`config.mk`:
```
export PLATFORM = sky130hd
export DESIGN_NAME = rv32_mem_port_arbiter
export DESIGN_NICKNAME = d
export VERILOG_FILES = /design/src/rtl/rv32_mem_port_arbiter.sv
export SDC_FILE = /design/constraint.sdc
export NUM_CORES = 1
export LEC_CHECK = 0
export BUFFER_PORTS_ARGS = -buffer_cell sky130_fd_sc_hd__buf_4
export CORE_AREA = 2 2 137 139
export DETAILED_ROUTE_END_ITERATION = 10
export DIE_AREA = 0 0 139 141
export PLACE_DENSITY = 0.44
export RECOVER_POWER = 50
export SYNTH_ARGS = -nofsm -noshare
export SYNTH_HDL_FRONTEND = slang
export SYNTH_SLANG_ARGS = --single-unit
```
`constraint.sdc`:
```
create_clock -name clk_i -period 3.1 [get_ports clk_i]
set_clock_uncertainty 0.15 [all_clocks]
set_input_delay 0.155 -clock clk_i [delete_from_list [all_inputs] [get_ports clk_i]]
set_output_delay 0.155 -clock clk_i [all_outputs]
set_load 0.01 [all_outputs]
```
`src/rtl/rv32_mem_port_arbiter.sv`:
```
// Three-way arbiter sharing one synchronous memory port, with starvation promotion
// for fetch/DMA and a LATENCY-deep in-flight tracker that routes read data back.
module rv32_mem_port_arbiter #(
   parameter int LATENCY      = 2,
   parameter int STARVE_LIMIT = 8
) (
   input  logic        clk_i,
   input  logic        rst_i,
   input  logic [2:0]  req_valid_i,
   output logic [2:0]  req_ready_o,
   input  logic [11:0] req_we_i,
   input  logic [95:0] req_addr_i,
   input  logic [95:0] req_wdata_i,
   input  logic [2:0]  flush_i,
   output logic [2:0]  rsp_valid_o,
   output logic [31:0] rsp_rdata_o,
   output logic        mem_en_o,
   output logic [3:0]  mem_we_o,
   output logic [31:0] mem_addr_o,
   output logic [31:0] mem_wdata_o,
   input  logic [31:0] mem_rdata_i
);

   localparam logic [7:0] LIMIT = 8'(STARVE_LIMIT);

   typedef struct packed {
      logic       live;
      logic [1:0] id;
   } ent_t;

   ent_t        r_pipe [LATENCY];
   logic [7:0]  r_wait [1:2];

   logic        w_starve1, w_starve2;
   logic [2:0]  w_grant;
   logic [1:0]  w_id;
   logic [3:0]  w_we;
   logic [31:0] w_addr, w_wdata;
   ent_t        w_out;

   function automatic ent_t flush_ent(input ent_t e, input logic [2:0] f);
      logic [3:0] fx;
      fx = {1'b0, f};
      flush_ent = e;
      if (fx[e.id]) flush_ent.live = 1'b0;
   endfunction

   assign w_starve1 = req_valid_i[1] && (r_wait[1] >= LIMIT);
   assign w_starve2 = req_valid_i[2] && (r_wait[2] >= LIMIT);

   // Starved requesters outrank everyone; DMA wins a tie between two starved ones.
   always_comb begin
      w_grant = 3'b000;
      if (rst_i)               w_grant = 3'b000;
      else if (w_starve2)      w_grant = 3'b100;
      else if (w_starve1)      w_grant = 3'b010;
      else if (req_valid_i[0]) w_grant = 3'b001;
      else if (req_valid_i[1]) w_grant = 3'b010;
      else if (req_valid_i[2]) w_grant = 3'b100;
   end

   assign w_id    = w_grant[2] ? 2'd2 : (w_grant[1] ? 2'd1 : 2'd0);
   assign w_we    = req_we_i[{w_id, 2'b00} +: 4];
   assign w_addr  = req_addr_i[{w_id, 5'b00000} +: 32];
   assign w_wdata = req_wdata_i[{w_id, 5'b00000} +: 32];

   assign req_ready_o = w_grant;
   assign mem_en_o    = |w_grant;
   assign mem_we_o    = mem_en_o ? w_we    : 4'b0;
   assign mem_addr_o  = mem_en_o ? w_addr  : 32'b0;
   assign mem_wdata_o = mem_en_o ? w_wdata : 32'b0;

   always_ff @(posedge clk_i or posedge rst_i) begin
      if (rst_i) begin
         r_wait[1] <= 8'd0;
         r_wait[2] <= 8'd0;
      end else begin
         for (int n = 1; n < 3; n++) begin
            if (!req_valid_i[n] || w_grant[n]) r_wait[n] <= 8'd0;
            else if (r_wait[n] < LIMIT)        r_wait[n] <= r_wait[n] + 8'd1;
         end
      end
   end

   // New entry enters unflushed; stored entries are flushed as they shift.
   always_ff @(posedge clk_i or posedge rst_i) begin
      if (rst_i) begin
         for (int i = 0; i < LATENCY; i++) r_pipe[i] <= '0;
      end else begin
         r_pipe[0] <= '{live: mem_en_o && (w_we == 4'b0), id: w_id};
         for (int i = 1; i < LATENCY; i++) r_pipe[i] <= flush_ent(r_pipe[i-1], flush_i);
      end
   end

   assign w_out       = flush_ent(r_pipe[LATENCY-1], flush_i);
   assign rsp_valid_o = (w_out.live && !rst_i) ? (3'b001 << w_out.id) : 3'b000;
   assign rsp_rdata_o = (|rsp_valid_o) ? mem_rdata_i : 32'b0;

endmodule

```
---- Word-level counts from Yosys, hierarchy flattened ----
Cells that the tools add are included.
word-level totals
  memories kept ........................... 0
  memory bits (read-only) ................. 0
  latch bits .............................. 0
  memory bits (writable) .................. 0
  bits of input ports ..................... 244
  flip-flop bits (word level) ............. 22
cells by class
  reduce and logical (&&, ||, !) cells .... 14
  add/subtract/negate cells ............... 2
  order comparisons ....................... 6
  bitwise logic cells ..................... 0
  divide/modulo/power cells ............... 0
  shift-type cells ........................ 4
  muxes and demuxes ....................... 23
  multipliers ............................. 0
  equality and inequality tests ........... 0
operators with widths
  kind                 number
  $shiftx 96x8->32     2
  $mux 32              3
  $mux 8               4
  $mux 3               7
  $add 8x1->8 const B  2
  $ge 8x4->1 const B   2
  $lt 8x4->1 const B   2
  $shiftx 12x5->4      1
  $lt 2x3->1 const B   2
  $reduce_or 3->1      2
  $mux 1               5
  $bmux 1 s2           2
  $logic_and 1x1->1    4
  $logic_not 4->1      1
  $mux 4               1
  $reduce_bool 2->1    2
  $logic_not 1->1      3
  $shl 1x2->3 const A  1
  $logic_or 1x1->1     2
  $mux 2               1

---- Depth between registers and ports, before layout ----
  depth in word-level cells ............... 11
  gate-level depth with buffers ........... 8
  gate-level depth less buffers ........... 5

---- Least setup slack after synthesis ----
OpenSTA, ideal clock, no wires.
  kind .................................... input to output
  start ................................... in rst_i
  end ..................................... out mem_addr_o[10]
  stages on the path ...................... 7
  required time ........................... 2795 ps
  path slack .............................. 935 ps
  path buffers ............................ 2
  arrival time ............................ 1860 ps
  cell sequence ........................... inv_1 a22o_1 and3_1 buf_6 clkbuf_1 a222oi_1 inv_1
between the ends
  word-level cells in the longest chain between the ends .. 5
  elaborated cells between the ends (all ways) .. 6
  those cells by class .................... shift (1); mux (4); reduce/logical (1)
ends and longest elaborated chain
  what              line  source
  start, declared   8     input logic rst_i,
  $mux 3 (*)        54    if (rst_i) w_grant = 3'b000;
  $mux 1            62    assign w_id = w_grant[2] ? 2'd2 : (w_grant[1] ? 2'd1 : 2'd0);
  $mux 2            62
  $shiftx 96x8->32  64    assign w_addr = req_addr_i[{w_id, 5'b00000} +: 32];
  $mux 32 (*)       70    assign mem_addr_o = mem_en_o ? w_addr : 32'b0;
  end, declared     19    output logic [31:0] mem_addr_o,
Mark *: on every way between the ends. The rest lies on a longest branch, timed or not.

---- Worst setup path after layout ----
  start ................................... in rst_i
  end ..................................... out mem_addr_o[0]
Same word-level chain as after synthesis.

==> impl_table.tex <==
\begin{tabular}{lr}
\hline
Metric & Value \\
\hline
\multicolumn{2}{l}{\textbf{Critical path}} \\
Data required, critical path & 2.79 ns \\
Worst R2R Setup Slack & 0.85 ns \\
Nature of the critical path endpoint & output pin \\
Maximum fanout along the worst path & 63 \\
Arrival time worst endpoint & 2.60 ns \\
Type of origin of the critical path & input pin \\
Critical path class & in -> out \\
\multicolumn{2}{l}{\textbf{Die}} \\
Width of the chip & 139 µm \\
Floorplan row count & 50 \\
Initial standard-cell utilization of the core & 13.63\% \\
DIE AREA & 19600 µm² \\
Height of the chip & 141 µm \\
Top-Level Pins & 351 \\
Core Region & 18270 µm² \\
\multicolumn{2}{l}{\textbf{Global route}} \\
Layer with the highest usage after global routing & met2 \\
Met2 global-route usage & 25.77\% \\
Largest net degree at the start of global routing & 64 \\
Routing usage on met1 & 20.17\% \\
Met3 GRT Util & 4.484\% \\
Global-route wire length before repair & 23.65 mm \\
Initial antenna violation count & 0 \\
All-Layer GR Usage & 15.39\% \\
Via count of the first global-routing pass & 3896 \\
Grt total ovfl & 0 \\
\multicolumn{2}{l}{\textbf{Finish}} \\
Diode count & 0 \\
Fill cell total of the finished layout & 2000 \\
Area taken by flip-flops and latches & 550.5 µm² \\
Area of the multi-input gates & 1479 µm² \\
Final net count & 895 \\
Area added between synthesis and finish & 116.1\% \\
Layout cells sized above 1 & 55.73\% \\
\multicolumn{2}{l}{\textbf{Outcome}} \\
Result of the run & complete, no violations \\
\multicolumn{2}{l}{\textbf{Drt}} \\
Final routed wirelength across all metal layers & 16.62 mm \\
Via count & 4056 \\
DRC & 0 \\
Number of design-rule violations left by the first detailed-router iteration & 425 \\
Via density & 4.609 \\
Total iterations of the first detailed-routing run & 9 \\
Average detailed-routed wire length per instance & 18.89 µm \\
ANT nets after route & 0 \\
\multicolumn{2}{l}{\textbf{Clock tree}} \\
Clock root buffer & sky130\_fd\_sc\_hd\_\_clkbuf\_16 \\
Post-CTS Repair Setup Buffers & 0 \\
Clock Tree Buf Depth & 2 \\
Clock Sink Count & 22 \\
H-tree levels & 1 \\
Number of buffers created by CTS & 3 \\
Clock Latency Late Sink & 0.26 ns \\
Clock-pin slew on the worst setup and hold paths & 0.06 ns \\
CTS tree & yes \\
\multicolumn{2}{l}{\textbf{Synth}} \\
Async S/R FF share, synth & 100.0\% \\
Cell area after synthesis & 2490 µm² \\
Share of synthesized area occupied by flip-flops and latches & 22.11\% \\
Total number of yosys warnings & 0 \\
Dominant synthesized flop cell & sky130\_fd\_sc\_hd\_\_dfrtp\_1 \\
Cell variety after synth & 47 \\
Cell count after synthesis & 316 \\
Post-Synthesis Mean Instance Area & 7.879 µm² \\
Number of synthesized register bits & 22 \\
Synth Net Count & 564 \\
Number of enable flip-flop cells after synthesis & 0 \\
\multicolumn{2}{l}{\textbf{Timing}} \\
Timing-limited maximum frequency & 0.3448 GHz \\
Final setup fails & 0 \\
Hold Violations, Final & 0 \\
Worst Tran Pin Value & 0.5547 ns \\
Worst Slack Setup Final & 0.1997 ns \\
Remaining max-slew budget at the tightest pin & 63.02\% \\
Minimum clock period & 2.900 ns \\
Max Transition Viols Final & 0 \\
Fin crit share & 93.56\% \\
Unrepaired setup endpoints after global routing & no \\
Total Neg Setup Slack & 0 ns \\
\multicolumn{2}{l}{\textbf{Power and ir drop}} \\
Sequential Power Share & 23.5\% \\
Worst IR Drop VDD & 184.9 µV \\
Combinational Power Share & 48.2\% \\
Leak pwr & 0.003052 µW \\
Switching power of the nets & 378.8 µW \\
Areal power density over the cells & 242.1 nW/µm² \\
Internal power contribution & 923.9 µW \\
Sw Share & 29.08\% \\
Clock Power Share & 28.3\% \\
\multicolumn{2}{l}{\textbf{Place}} \\
Input/output buffers & 350 \\
Dpl hpwl & 13.83 mm \\
Pre-CTS setup slack & 0.5083 ns \\
Gp weighted congestion & 0.9049 \\
\multicolumn{2}{l}{\textbf{Job}} \\
Max-capacitance violation count & 0 \\
\multicolumn{2}{l}{\textbf{Worst hold path}} \\
Worst min-delay path category & in -> reg \\
\hline
\end{tabular}
[layout by cell type (no fill, tap or decap), types with 2 or more instances in the layout]
master and instances:
sky130_fd_sc_hd__clkbuf_16 3, sky130_fd_sc_hd__o22ai_1 2, sky130_fd_sc_hd__and2_0 21, sky130_fd_sc_hd__inv_1 75, sky130_fd_sc_hd__nand2b_1 3, sky130_fd_sc_hd__nor2_1 13
sky130_fd_sc_hd__buf_12 2, sky130_fd_sc_hd__a21oi_1 2, sky130_fd_sc_hd__clkbuf_1 9, sky130_fd_sc_hd__and2_1 15, sky130_fd_sc_hd__nand4_1 4, sky130_fd_sc_hd__a222oi_1 64
sky130_fd_sc_hd__buf_4 344, sky130_fd_sc_hd__nor4_1 2, sky130_fd_sc_hd__and3_1 5, sky130_fd_sc_hd__a41oi_1 4, sky130_fd_sc_hd__o21ai_0 5, sky130_fd_sc_hd__nand2_1 11
sky130_fd_sc_hd__o311ai_1 2, sky130_fd_sc_hd__nor3_1 2, sky130_fd_sc_hd__dfrtp_1 22, sky130_fd_sc_hd__a31oi_1 3, sky130_fd_sc_hd__ha_1 4
[path summary, 6_finish.rpt]
kind | start | end | cells after the start
max | rst_i | mem_addr_o[0] | 9
min | req_we_i[10] | r_pipe[5] | 4
max reg2reg | r_wait[3] | r_pipe[5] | 5
min reg2reg | r_pipe[3] | r_pipe[0] | 0
max in group asynchronous | rst_i | r_wait[8] | 4
min in group asynchronous | rst_i | r_wait[0] | 4
[through the flow]
stage / hold slack, ns / power (µW) / util, % / cells / area [µm²]
floorplan: 0.02834 / 531.5 / - / 316 / 2490
global placement: 0.1532 / 938.8 / 29.00 / 875 / 5298
detailed placement: 0.1500 / 943.2 / 29.00 / 875 / 5298
CTS: 0.06291 / 1314 / 29.63 / 880 / 5413
global route: 0.08277 / 1371 / 29.45 / 880 / 5380
finish: 0.06592 / 1303 / 29.45 / 880 / 5380
[logic make-up after synthesis]
kind of cell	share of synthesized area, %
buffers and inverters	19.45
AO/OA/AOI/OAI	34.42
adder cells (fa/ha/maj)	2.010
multiplexers	0.4020
AND/OR/NAND/NOR	20.91
flip-flops	22.11
XOR/XNOR	0.7036
[registers in the layout, indices dropped and copies added, names as in the netlist]
name and count:
r_pipe 6, r_wait 16
[layout make-up]
type,instances,area share (%)
Sequential cell,22,10.23
Tap cell,234,5.442
Timing Repair Buffer,357,49.65
Clock inverter,1,0.5581
Multi-Input combinational cell,188,27.49
Inverter,75,5.233
Clock buffer,3,1.395
[worst max-delay path, cell delays in order]
cell,delay [ns]
sky130_fd_sc_hd__dlygate4sd3_1,0.53
sky130_fd_sc_hd__buf_4,0.13
sky130_fd_sc_hd__nor3_1,0.06
sky130_fd_sc_hd__a22o_1,0.31
sky130_fd_sc_hd__and3_4,0.29
sky130_fd_sc_hd__buf_12,0.19
sky130_fd_sc_hd__a222oi_1,0.57
sky130_fd_sc_hd__inv_1,0.13
sky130_fd_sc_hd__buf_4,0.17
[power groups by stage]
stage | clock (µW) | combinational [µW] | sequential, µW
floorplan | 0 | 223 | 308
global placement | 0 | 627 | 311
detailed placement | 0 | 632 | 311
CTS | 373 | 635 | 306
global route | 383 | 680 | 308
finish | 368 | 628 | 307
[synthesized netlist by cell type, types with 2 or more instances]
cell type	count	area, µm²
sky130_fd_sc_hd__a21oi_1	2	10.01
sky130_fd_sc_hd__a222oi_1	64	640.6
sky130_fd_sc_hd__a31oi_1	3	18.77
sky130_fd_sc_hd__a41oi_1	4	35.03
sky130_fd_sc_hd__and2_1	36	225.2
sky130_fd_sc_hd__and3_1	7	43.79
sky130_fd_sc_hd__buf_2	6	30.03
sky130_fd_sc_hd__buf_6	10	112.6
sky130_fd_sc_hd__clkbuf_1	13	48.80
sky130_fd_sc_hd__dfrtp_1	22	550.5
sky130_fd_sc_hd__ha_1	4	50.05
sky130_fd_sc_hd__inv_1	75	281.5
sky130_fd_sc_hd__nand2_1	11	41.29
sky130_fd_sc_hd__nand2b_1	3	18.77
sky130_fd_sc_hd__nand4_1	4	25.02
sky130_fd_sc_hd__nor2_1	13	48.80
sky130_fd_sc_hd__nor3_1	2	10.01
sky130_fd_sc_hd__nor4_1	2	12.51
sky130_fd_sc_hd__o21ai_0	5	25.02
sky130_fd_sc_hd__o22ai_1	2	12.51
sky130_fd_sc_hd__o311ai_1	2	17.52
[timing repair]
action                                  CTS  global route
endpoints found under the hold margin    22             0
endpoints found under the setup margin    0             1
gates resized for setup                   0             1
hold buffers                              1             0
[per-layer routing]
layer | wire length, µm | share of wire [%] | vias up
met3 | 1658 | 10 | 14
met2 | 8058 | 48 | 266
met1 | 6692 | 40 | 1918
met4 | 214 | 1.3 | 0
met5 | 0 | 0 | -
li1 | - | - | 1858
(Power assumes the default switching activity.)
